$ cat config.mk
export PLATFORM = sky130hd
export DESIGN_NAME = byte_striping_n_flat
export DESIGN_NICKNAME = d
export VERILOG_FILES = /design/src/rtl/byte_striping_n_if.sv /design/src/rtl/byte_striping_n.sv /design/src/flat_wrapper.sv
export SDC_FILE = /design/constraint.sdc
export NUM_CORES = 1
export LEC_CHECK = 0
export ABC_AREA = 1
export CAP_MARGIN = 10
export CORE_ASPECT_RATIO = 1.25
export CORE_MARGIN = 1.5
export CORE_UTILIZATION = 39
export CTS_BUF_LIST = sky130_fd_sc_hd__clkbuf_8
export CTS_CLUSTER_SIZE = 28
export DETAILED_ROUTE_END_ITERATION = 8
export PLACE_DENSITY = 0.78
export SLEW_MARGIN = 20
export SYNTH_ARGS = -nofsm -noshare
export SYNTH_HDL_FRONTEND = slang
export SYNTH_SLANG_ARGS = --single-unit
$ cat constraint.sdc
create_clock -name clk_2f_c -period 1 [get_ports clk_2f_c]
set_clock_uncertainty 0.1 [all_clocks]
set_input_delay 0.3 -clock clk_2f_c [delete_from_list [all_inputs] [get_ports clk_2f_c]]
set_output_delay 0.3 -clock clk_2f_c [all_outputs]
set_load 0.005 [all_outputs]
$ cat src/rtl/byte_striping_n_if.sv
// rtl/byte_striping_n_if.sv - stream and lane bundle for the round-robin byte-striping distributor
//
// Parameters: LANES (power of two, 2..8), WIDTH (8..64, multiple of 8).
// Signals:
//   valid_in    data_in carries a valid word this cycle
//   data_in     input word, WIDTH bits
//   valid_out   per-lane valid, bit k belongs to lane k
//   lane_out    lane k occupies bits [k*WIDTH +: WIDTH]
//   lane_ptr    lane the next valid word will be written to
//   group_done  one-cycle pulse after the word for lane LANES-1 is written
// Modports: master drives the input word, slave is the distributor.

interface byte_striping_n_if #(
    parameter int LANES = 2,
    parameter int WIDTH = 32,
    parameter int PTR_W = (LANES > 2) ? $clog2(LANES) : 1
);
    logic                   valid_in;
    logic [WIDTH-1:0]       data_in;
    logic [LANES-1:0]       valid_out;
    logic [LANES*WIDTH-1:0] lane_out;
    logic [PTR_W-1:0]       lane_ptr;
    logic                   group_done;

    modport master (
        output valid_in,
        output data_in,
        input  valid_out,
        input  lane_out,
        input  lane_ptr,
        input  group_done
    );

    modport slave (
        input  valid_in,
        input  data_in,
        output valid_out,
        output lane_out,
        output lane_ptr,
        output group_done
    );
endinterface

$ cat src/rtl/byte_striping_n.sv
// rtl/byte_striping_n.sv - round-robin word distributor onto LANES output lanes with cascaded idle drain
//
// Optional feature macro: STRIPE_REALIGN_EN (lane_ptr returns to 0 when input goes idle).
//
// Parameters: LANES (power of two, 2..8), WIDTH (8..64, multiple of 8),
//             IDLE_WORD (value a cleared lane register takes).
// Ports:
//   clk_2f_c   input   striping clock, all state updates on its rising edge
//   reset      input   synchronous, active-low
//   bus        slave   byte_striping_n_if: valid_in/data_in in,
//                      valid_out/lane_out/lane_ptr/group_done out

module byte_striping_n #(
    parameter int              LANES     = 2,
    parameter int              WIDTH     = 32,
    parameter logic [WIDTH-1:0] IDLE_WORD = '0
) (
    input  logic             clk_2f_c,
    input  logic             reset,
    byte_striping_n_if.slave bus
);
    localparam int PTR_W = (LANES > 2) ? $clog2(LANES) : 1;
    localparam logic [PTR_W-1:0] LAST_LANE = PTR_W'(LANES - 1);

    logic [LANES-1:0][WIDTH-1:0] lane_q, lane_d;
    logic [LANES-1:0]            valid_q, valid_d;
    logic [PTR_W-1:0]            ptr_q, ptr_d;
    logic                        done_q, done_d;

    always_ff @(posedge clk_2f_c) begin
        if (!reset) begin
            lane_q  <= {LANES{IDLE_WORD}};
            valid_q <= '0;
            ptr_q   <= '0;
            done_q  <= 1'b0;
        end else begin
            lane_q  <= lane_d;
            valid_q <= valid_d;
            ptr_q   <= ptr_d;
            done_q  <= done_d;
        end
    end

    always_comb begin
        lane_d  = lane_q;
        valid_d = valid_q;
        ptr_d   = ptr_q;
        done_d  = 1'b0;

        if (bus.valid_in) begin
            // A write always wins; the drain simply pauses for this cycle.
            lane_d[ptr_q]  = bus.data_in;
            valid_d[ptr_q] = 1'b1;
            // LANES is a power of two, so the natural wrap of ptr_q is the modulo.
            ptr_d          = ptr_q + 1'b1;
            done_d         = (ptr_q == LAST_LANE);
        end else begin
            lane_d[0]  = IDLE_WORD;
            valid_d[0] = 1'b0;
            // Each lane clears only once its lower neighbour was already empty
            // before this edge, so a full group empties one lane per idle cycle.
            for (int k = 1; k < LANES; k++) begin
                if (!valid_q[k-1]) begin
                    lane_d[k]  = IDLE_WORD;
                    valid_d[k] = 1'b0;
                end
            end
`ifdef STRIPE_REALIGN_EN
            // Clearing on every idle cycle is the same as clearing on the first
            // one: after that the pointer is already 0 until the next word.
            ptr_d = '0;
`else
            ptr_d = ptr_q;
`endif
        end
    end

    assign bus.lane_out   = lane_q;
    assign bus.valid_out  = valid_q;
    assign bus.lane_ptr   = ptr_q;
    assign bus.group_done = done_q;

endmodule

$ cat src/flat_wrapper.sv
// flat-port wrapper written by rule: the top's interface ports become plain ports
module byte_striping_n_flat 
#(
    parameter int              LANES     = 2,
    parameter int              WIDTH     = 32,
    parameter logic [WIDTH-1:0] IDLE_WORD = '0
)
  (clk_2f_c, reset, bus_valid_in, bus_data_in, bus_valid_out, bus_lane_out, bus_lane_ptr, bus_group_done);
  byte_striping_n_if #(.LANES(LANES), .WIDTH(WIDTH)) bus_i ();
  input  logic clk_2f_c;
  input  logic reset;
  input wire logic [$bits(bus_i.valid_in)-1:0] bus_valid_in;
  input wire logic [$bits(bus_i.data_in)-1:0] bus_data_in;
  output wire logic [$bits(bus_i.valid_out)-1:0] bus_valid_out;
  output wire logic [$bits(bus_i.lane_out)-1:0] bus_lane_out;
  output wire logic [$bits(bus_i.lane_ptr)-1:0] bus_lane_ptr;
  output wire logic [$bits(bus_i.group_done)-1:0] bus_group_done;
  assign bus_i.valid_in = bus_valid_in;
  assign bus_i.data_in = bus_data_in;
  assign bus_valid_out = bus_i.valid_out;
  assign bus_lane_out = bus_i.lane_out;
  assign bus_lane_ptr = bus_i.lane_ptr;
  assign bus_group_done = bus_i.group_done;
  byte_striping_n #(.LANES(LANES), .WIDTH(WIDTH), .IDLE_WORD(IDLE_WORD)) u_core (.clk_2f_c(clk_2f_c), .reset(reset), .bus(bus_i));
endmodule
# After elaboration in Yosys (flattened, before gate mapping)
# Index checks and enable logic that the tools add are counted.
# totals
regBits	68
output_inout_bits	68
wordCells	22
# classes
add_sub_neg	1
order_cmp	2
n_eq_ne	1
n_mux	9
bitwise	1
reduce_logical	2
# ops
op	n
64-bit bitwise mux	1
32-bit 2-to-1 mux	2
64-bit 2-to-1 mux	1
32-bit demux with 1-bit select	1
1-bit by 2-bit less-than comparator with 1-bit output, second input constant	1
1-bit 2-to-1 mux	2
2-bit 2-to-1 mux	1
2-bit inequality test, second input constant	1
2-bit bitwise OR	1
2-bit AND reduction	1
1-bit adder, second input constant	1
1-bit demux with 1-bit select	1
1-bit >= comparator, second input constant	1
1-bit logical AND	1

# Depth between registers and ports, before layout
# Gate-level depths: netlist (run 1).
# logic_depth
ltp_word	6
depth_mapped	6

# Worst setup path before layout (run 1)
# OpenSTA, ideal clock, no wires.
# synth_path
path_type	reg-to-reg
from	reg u_core.ptr_q (netlist: u_core.bus.lane_ptr)
to	reg u_core.lane_q, in the netlist u_core.bus.lane_out[32]
setup_time_ns	0.121
arrival_time_ns	0.920
required_ns	0.779
slack_ns	-0.141
path_stages_with_launch	6
n_path_buf	2
period_less_slack_ns	1.141
cell_sequence	dfxtp_1 -> buf_2 -> nand2_2 -> nand2_1 -> buf_6 -> o21ai_0
# synth_between
elab_chain_len	6
elab_cells_between_ends	7
classes_between	order compare: 2; mux: 4; reduce/logical: 1
# synth_rtl
element	line	text
from (decl)	byte_striping_n.sv:27	logic [PTR_W-1:0] ptr_q, ptr_d;
from (signal assigned)	byte_striping_n.sv:39	ptr_q <= ptr_d;
1-bit by 2-bit less-than comparator with 1-bit output (not written as such) or 1-bit >= comparator (tied branches)	byte_striping_n.sv:52	lane_d[ptr_q] = bus.data_in;
1-bit logical AND (not written as such)	byte_striping_n.sv:52	
32-bit 2-to-1 mux (not written as such)	byte_striping_n.sv:52	
32-bit demux with 1-bit select (*)	--	
64-bit bitwise mux (*)	byte_striping_n.sv:52	
64-bit 2-to-1 mux (*)	byte_striping_n.sv:50	if (bus.valid_in) begin
to (signal assigned)	byte_striping_n.sv:32	lane_q <= {LANES{IDLE_WORD}};
to (signal assigned)	byte_striping_n.sv:37	lane_q <= lane_d;
to (decl)	byte_striping_n.sv:25	logic [LANES-1:0][WIDTH-1:0] lane_q, lane_d;
# Mark *: on every way between the ends. The rest lies on a longest branch, timed or not.
# A chain may end at the register's enable or synchronous reset.

# Worst setup path in the final report (run 1)
# layout_path
from	reg u_core.lane_q, in the netlist u_core.bus.lane_out[48]
to	out bus_lane_out[48]
# layout_rtl
element	line	text
to (decl)	flat_wrapper.sv:15	output wire logic [$bits(bus_i.lane_out)-1:0] bus_lane_out;
# No word-level cell between the ends.

==> results of run 1 <==
## placed cells by master, fill, tap and decap left out, drive strengths merged
| cell type | instances |
|---|---|
| clkbuf | 12 |
| dfxtp | 68 |
| buf | 124 |
| nand3 | 13 |
| nor2 | 5 |
| clkinv | 3 |
| nand2 | 130 |
| clkdlybuf4s50 | 32 |
| dlygate4sd2 | 1 |
| inv | 6 |
| o21ai | 20 |
| a21oi | 37 |
| clkdlybuf4s15 | 1 |
## worst max-delay path by stage
stage | start | end | slack, ns | cells after the start
finish | u_core.bus.lane_out[48] | bus_lane_out[48] | -0.18 | 1
CTS | u_core.bus.lane_out[48] | bus_lane_out[48] | -0.18 | 1
global route | u_core.bus.lane_ptr | u_core.bus.lane_out[51] | -0.25 | 6
floorplan | u_core.bus.lane_ptr | u_core.bus.lane_out[41] | -0.04 | 6
detailed placement | bus_valid_in | u_core.bus.lane_out[34] | -0.75 | 6
global placement | bus_valid_in | u_core.bus.lane_out[37] | -0.68 | 6
## per-layer routing
layer | part of all wire, % | vias up
li1 | - | 1266
met1 | 38 | 1234
met2 | 55 | 90
met3 | 5.0 | 14
met4 | 1.9 | 0
met5 | 0 | -
## flip-flops by register name, indices dropped and copies added (netlist names)
register / cells
u_core.bus.lane_out: 64
u_core.bus.valid_out: 2
u_core.bus.group_done: 1
u_core.bus.lane_ptr: 1
## area by class of cell
class / instances / area (um^2) / area share [%]
Timing Repair Buffer: 160 / 1555 / 34.14
Sequential cell: 68 / 1446 / 31.75
Multi-Input combinational cell: 205 / 1284 / 28.18
Clock buffer: 10 / 137.6 / 3.021
Tap cell: 66 / 82.58 / 1.813
Inverter: 5 / 31.28 / 0.6866
Clock inverter: 4 / 18.77 / 0.4120
## cell families (layout without fill, tap and decap cells)
family | after synthesis | after routing | share of synthesized area (%)
compound gates | 57 | 57 | 12.17
flops | 68 | 68 | 58.09
simple gates | 147 | 148 | 24.99
buf+inv | 22 | 179 | 4.751
## where the power goes
part	internal [uW]	total, uW	switching (uW)
sequential	2830	2900	67.3
combinational	630	1200	566
clock	918	1890	971
## metrics by stage
| step | cell area, um^2 | utilization [%] |
|---|---|---|
| floorplan | 2407 | - |
| global placement | 3679 | 63.65 |
| detailed placement | 3679 | 63.65 |
| CTS | 4116 | 71.23 |
| global route | 4556 | 78.83 |
| finish | 4556 | 78.83 |
## what timing repair did
item	in CTS	in global routing
pin swaps	3	19
resized for setup	429	95
cloned	5	2
endpoints found under the setup margin	136	136
hold buffers	0	0
buffers inserted	16	7
==> run summary, run 1 <==
Global routing consumed, over all layers together, 23.81% of the routing resources. The logs give -0.18 ns for the setup slack on the worst flop-to-flop path and 0 for the count of final hold-check violations. Global routing consumed, on the met3 layer, 3.460% of the routing resources. The actual slew at the worst max-slew pin is 0.3010 ns, and the iteration count of the initial detailed-routing pass is 4.

Once the floorplan was initialized, standard cells occupied 40.55% of the core. The area of the die is 6486 um^2, and the worst slew slack as a fraction of its limit is 79.93%. Data on the critical path is required at its endpoint by 0.60 ns.

In this run the standard cell core region covers 5779 um^2. Global routing used 28.20% of the available met1 tracks. The worst min-delay path class was reg2reg. On the final layout, the worst hold slack is 0.3613 ns. The die is 89.67 um tall. The critical path is of the reg2out type. In this run the power density over the cells is 1314 nW/um^2.

The number of cells on the worst reg-to-reg path is 6. The run gives 0 as the number of nets with antenna violations after detailed routing. Leaving out filler cells and counting taps, the final layout contains 518.

For this run, design rule violations remaining after detail routing come to 0. Setup violations remaining at the end of the flow were counted as 134. The logs give 0.002025 uW for the static leakage and 477 for the cell count after placement. Data on the critical path arrives at its endpoint at 0.78 ns. The largest net degree at the start of global routing was 19; the layout overhead on the synthesized area was 94.39%. The total negative slack for setup checks is -20.34 ns, and the max-capacitance violation count is 0. Along the worst path, the maximum fanout reaches 2. Wire length per cell: 16.55 um. In the synthesized netlist, the number of instances is 294. Setup repair after global routing could not meet its margin everywhere.

In this design, the stage delay of the slowest critical-path cell is 0.33 ns. The design draws 5985 uW. For the worst-skew pair, the clock arrives at the later sink with an insertion delay of 0.33 ns. Detailed placement ended at an HPWL of 4688 um.

Prior to clock tree synthesis, the placed netlist has a worst setup slack of -0.7501 ns. The number of global-route vias before repair was 2388; the unique cell type count in the Yosys netlist was 17. The async set-reset flop share out of synthesis is 0%. The buffers plus inverters on the worst setup path came out at 1. The cell with the largest stage delay on the worst path was sky130_fd_sc_hd__dfxtp_2. The mean cell area of the mapped netlist works out to 7.971 um^2. The nature of the critical path startpoint is a flip-flop. The final period demand of the worst path is 1.183 ns. In the post-synthesis netlist, the cell with the most instances is sky130_fd_sc_hd__nand2_1. After global routing the overflow that remains totals 0. During placement, the flow inserted port buffers numbering 102.

For met2 alone, demand over resource in global routing was 42.76%. I/O pin count: 103. The run gives 0 as the antenna cell count. For the peak supply drop, the log shows 1096 uV. The hold-critical path endpoint was u_core.bus.lane_out[55].

The global-route wire length before repair was 11670 um; the net count after synthesis was 329. Start of the worst register-to-register path: u_core.bus.lane_ptr. The die is 72.34 um wide. The tools report the number of clock buffers inserted by TritonCTS as 9. TritonCTS built the clock tree. The filler cell count is 377, and the cell area after synthesis is 2343 um^2.

The most used flip-flop cell after synthesis was sky130_fd_sc_hd__dfxtp_1. The slack of the critical path is -0.1827 ns. sky130_fd_sc_hd__dfxtp_1 takes more of the synthesized area than any other cell. In this run, synthesis produced a sequential element count of 68. The H-tree was split into 3 levels. The clock input transition at the sequential cells of the worst setup and hold paths came out at 0.07 ns. For this run, the number of Yosys warnings is 0. Routing layer with the top usage in global route: met2. The number of antenna violations at the first check in global routing is 0. The logs give 0.7921 for the routability congestion estimate and 8575 um for the overall routed net length. In this run, the number of DRC markers left after iteration 0 of detailed routing was 119. The checks that failed: negative setup slack. Clock tree synthesis found a total of 68 sinks.

The synthesized design contains 0 enable-type register cells. The run finished, with violations left. The floorplan has 31 rows.

After synthesis, the most frequently instantiated cells are sky130_fd_sc_hd__nand2_1 (127), sky130_fd_sc_hd__dfxtp_1 (68), sky130_fd_sc_hd__a21oi_1 (37). The fraction of synthesized cell area taken by the top area cell type is 58.09%. The worst hold path depth works out to 2. The family with the most delay on the worst path is flip-flops. Derived from the worst setup path, the maximum achievable clock frequency is 845.5 MHz. By area the synthesized netlist is led by sky130_fd_sc_hd__dfxtp_1 (58%), sky130_fd_sc_hd__nand2_1 (20%), sky130_fd_sc_hd__a21oi_1 (7.9%).

Clock tree synthesis selected as its root buffer the cell sky130_fd_sc_hd__clkbuf_8. The detailed router placed 2604 vias in this run. The endpoint identified for the worst register-to-register timing path is u_core.bus.lane_out[51]. The share of layout cells above drive strength 1 came out at 66.37%. Sequential cells were found to cover 58.09% of the synthesized design area. Walking the worst path, the cells encountered are buf_2. No sink is reached through more buffers than the 2 on the longest clock path. The fraction of the cycle the final worst path needs works out to 118.3%. The worst hold path begins at u_core.bus.lane_out[55]. The number of pins with negative max-slew slack in the final report was 0; the number of vias per cell after detailed routing was 5.027. Critical path endpoint category: an output pin. The tools report the final net count as 484.
Power figures use the tool's default switching activity.
==> run 2: changes to the inputs <==
- CAP_MARGIN: 10 -> 20
- CORE_UTILIZATION: 39 -> 40
- PLACE_DENSITY: 0.78 -> 0.77
- clock period: 1 -> 1.3 ns (I/O delays scaled with it)
==> run 2 against run 1 <==
Compared with the run above:
- the flow finishes with violations (design-rule violations, negative setup slack)
- die area decreased by 2.4%
- wire length fell by 14%
- via count fell by 3.1%
- largest cell class is now sequential cells
==> run summary, run 2 (same netlist as run 1, synthesis figures left out) <==
The flow ran to the end, but the final reports show violations. The checks that failed: design-rule violations, negative setup slack. The clock tree synthesis step divided the H-tree into 3 levels. The tools report the max-capacitance violation count as 0. The slack of the critical path is -0.03222 ns, and the critical path required time is 1.49 ns. Grouping stages by cell kind, the critical path spends the most delay in simple AND/OR/NAND/NOR gates. Standard-cell row count: 31. Once the floorplan was initialized, standard cells occupied 40.82% of the core. The number of DRC markers after the initial detailed-route iteration is 117, and the highest fanout seen on the critical path is 6. The tools report the number of global-route vias before repair as 2298. Wires add up to 7371 um. Leaving out fill and tap cells, the most frequent cells in the layout are sky130_fd_sc_hd__nand2_1 (127), sky130_fd_sc_hd__dfxtp_2 (67), sky130_fd_sc_hd__buf_2 (55), sky130_fd_sc_hd__buf_4 (42), sky130_fd_sc_hd__a21oi_1 (37). Timing analysis after detailed placement gives a worst setup slack of -0.4256 ns.

Summed over all layers, the global routing overflow is 0. The fraction of the cycle the final worst path needs is 102.5%, and the antenna cell count is 0. The number of pins with negative max-slew slack in the final report came out at 0. STA classifies the critical path startpoint as a flip-flop. The critical path contains buffers and inverters numbering 2 combined. The layout overhead on the synthesized area works out to 62.25%. The area of the core region was 5741 um^2. The count of nets left with antenna violations once routing finished came out at 0.

The maximum achievable frequency is 750.6 MHz, and the iteration count of the initial detailed-routing pass is 6. The final cell count without fillers came out at 508. The overall die height was 88.58 um. The critical path endpoint category is a flip-flop.

The clock input transition at the sequential cells of the worst setup and hold paths was 0.08 ns; the number of flip-flops in the largest register was 64. The cell count after placement was 472. The critical path in this run is classified as reg2reg. For the peak supply drop, the log shows 1165 uV.

The floorplan step set the die width to 71.46 um. The clock net in this run drives a total of 68 sinks. The tightest min-delay check is of the reg2reg type. The data arrival at the endpoint of the critical path was 1.53 ns; the number of clock buffers inserted by TritonCTS was 9. The first global-routing pass estimated 10630 um of wire. The number of antenna violations at the first check in global routing came out at 0. For the worst slew slack as a fraction of its limit, the log shows 75.64%. Total of endpoints with negative setup slack in the final report: 4. After legalization and detailed placement, the total HPWL measured 4627 um.

In this run the critical register-to-register path is launched from u_core.bus.lane_ptr. The tools report the number of design rule violations left after detail routing as 8. Across all register-to-register paths, the minimum setup slack is -0.03 ns.

The hold-critical path endpoint was u_core.bus.lane_out[8]. The I/O pin count was 103; the actual slew at the worst max-slew pin was 0.3654 ns. Setup repair after global routing could not meet its margin everywhere. The signal on the critical path passes through buf_12 -> nand2_8 -> clkinvlp_4 -> nor2_4 -> nand3_2 -> nand2_1. The count of cells along the worst register-to-register path was 6. The wire length per cell was 14.51 um; the via count was 2522.

Worst hold path depth: 2. The root buffer cell chosen for the clock tree is sky130_fd_sc_hd__clkbuf_8. The power per unit of standard cell area was 1203 nW/um^2. TritonCTS built the clock tree. Once layout is done, the placed cells without fillers occupy 3802 um^2. In this run the tool buffered the top-level ports with 102 buffer cells. Leaving out fill and tap cells, the most frequent cell in the layout is sky130_fd_sc_hd__nand2_1.

The static leakage came out at 0.001769 uW. The congestion estimate from routability-driven global placement came to 0.7757. The endpoint of the lowest-slack register-to-register path is u_core.bus.lane_out[42]. The later pin in the worst-skew pair is clocked with a latency of 0.34 ns. The floorplan step defined a die boundary enclosing 6330 um^2.

The count of final hold-check violations was 0; the final period demand of the worst path was 1.332 ns. The number of vias per cell after detailed routing is 4.965. Of the cells placed in the final design, the portion with a size suffix greater than 1 is 47.96%.

On the worst path, the slowest cell contributes a delay of 0.35 ns. Entering global routing, the biggest net connects 26 pins. In this run the cell area measured after placement is 3557 um^2. The global router's overall resource usage was 21.93%; the maximum buffer depth of the clock tree was 2. The tools report the final design utilization as 66.24%. In this run the most critical hold path is launched from u_core.bus.lane_out[8]. For this design, the slowest cell found on the critical path is sky130_fd_sc_hd__dfxtp_2.

Final net count: 472.
==> run 2: cell count changes in the layout (fill, tap and decap cells not counted), sizes merged <==
cell / previous run / this run
dlygate4sd2: 1 / 2
clkdlybuf4s15: 1 / 0
clkinv: 3 / 1
clkbuf: 12 / 10
bufinv: 0 / 1
clkinvlp: 0 / 4
buf: 124 / 113
==> run 2: through the flow <==
| stage | total power, uW | TNS [ns] | hold WS (ns) |
|---|---|---|---|
| 2_1_floorplan | 2462 | 0 | 0.3520 |
| 3_3_place_gp | 2832 | -21.33 | 0.3427 |
| 3_5_place_dp | 2843 | -24.40 | 0.3549 |
| 4_1_cts | 4503 | 0 | 0.3634 |
| 5_1_grt | 4745 | -0.8301 | 0.3823 |
| 6_report | 4573 | -0.08610 | 0.3600 |
==> run 2: layer usage <==
layer / track usage, % / wire length, um / vias to the layer above
li1: - / - / 1228
met1: 25.43 / 2977 / 1174
met4: 10.63 / 138 / 0
met5: 0 / 0 / -
met2: 37.98 / 3693 / 104
met3: 5.467 / 561 / 16
==> run 2: worst max path at each step <==
| stage | cells past startpoint | slack, ns | from | endpoint |
|---|---|---|---|---|
| 3_5_place_dp | 6 | -0.43 | bus_valid_in | u_core.bus.lane_out[56] |
| 5_1_grt | 6 | -0.09 | u_core.bus.lane_ptr | u_core.bus.lane_out[42] |
| 3_3_place_gp | 6 | -0.37 | bus_valid_in | u_core.bus.lane_out[46] |
| 4_1_cts | 1 | 0.005 | u_core.bus.lane_out[17] | bus_lane_out[17] |
| 6_report | 6 | -0.03 | u_core.bus.lane_ptr | u_core.bus.lane_out[42] |
| 2_1_floorplan | 6 | 0.13 | reset | u_core.bus.lane_out[51] |
==> run 2: what timing repair did <==
action / in CTS / in global routing
setup endpoints to repair: 98 / 55
pin swaps: 0 / 3
endpoints found under the hold margin: 0 / 0
cloned: 0 / 2
hold buffers: 0 / 0
setup buffers: 10 / 8
resized for setup: 341 / 30
==> run 2: tightest hold or removal path, cell delays in order, from the launching register on <==
cell and delay, ns:
sky130_fd_sc_hd__dfxtp_2 0.32, sky130_fd_sc_hd__nand2_1 0.05, sky130_fd_sc_hd__a21oi_1 0.05
==> run 2: where the power goes <==
part	leakage (uW)	total (uW)	switching (uW)	internal, uW
clock network	0.0000923	1750	854	894
registers	0.000584	2220	44.7	2180
logic	0.00109	602	299	303
==> run 2: final cells by class <==
type	count	area [um^2]
multi-input cells	205	928.4
repair buffers	148	1125
well taps	66	82.58
flip-flops and latches	68	1445
clock buffers	9	123.9
clock inverters	7	75.07
inverters	5	22.52
fillers	511	1938
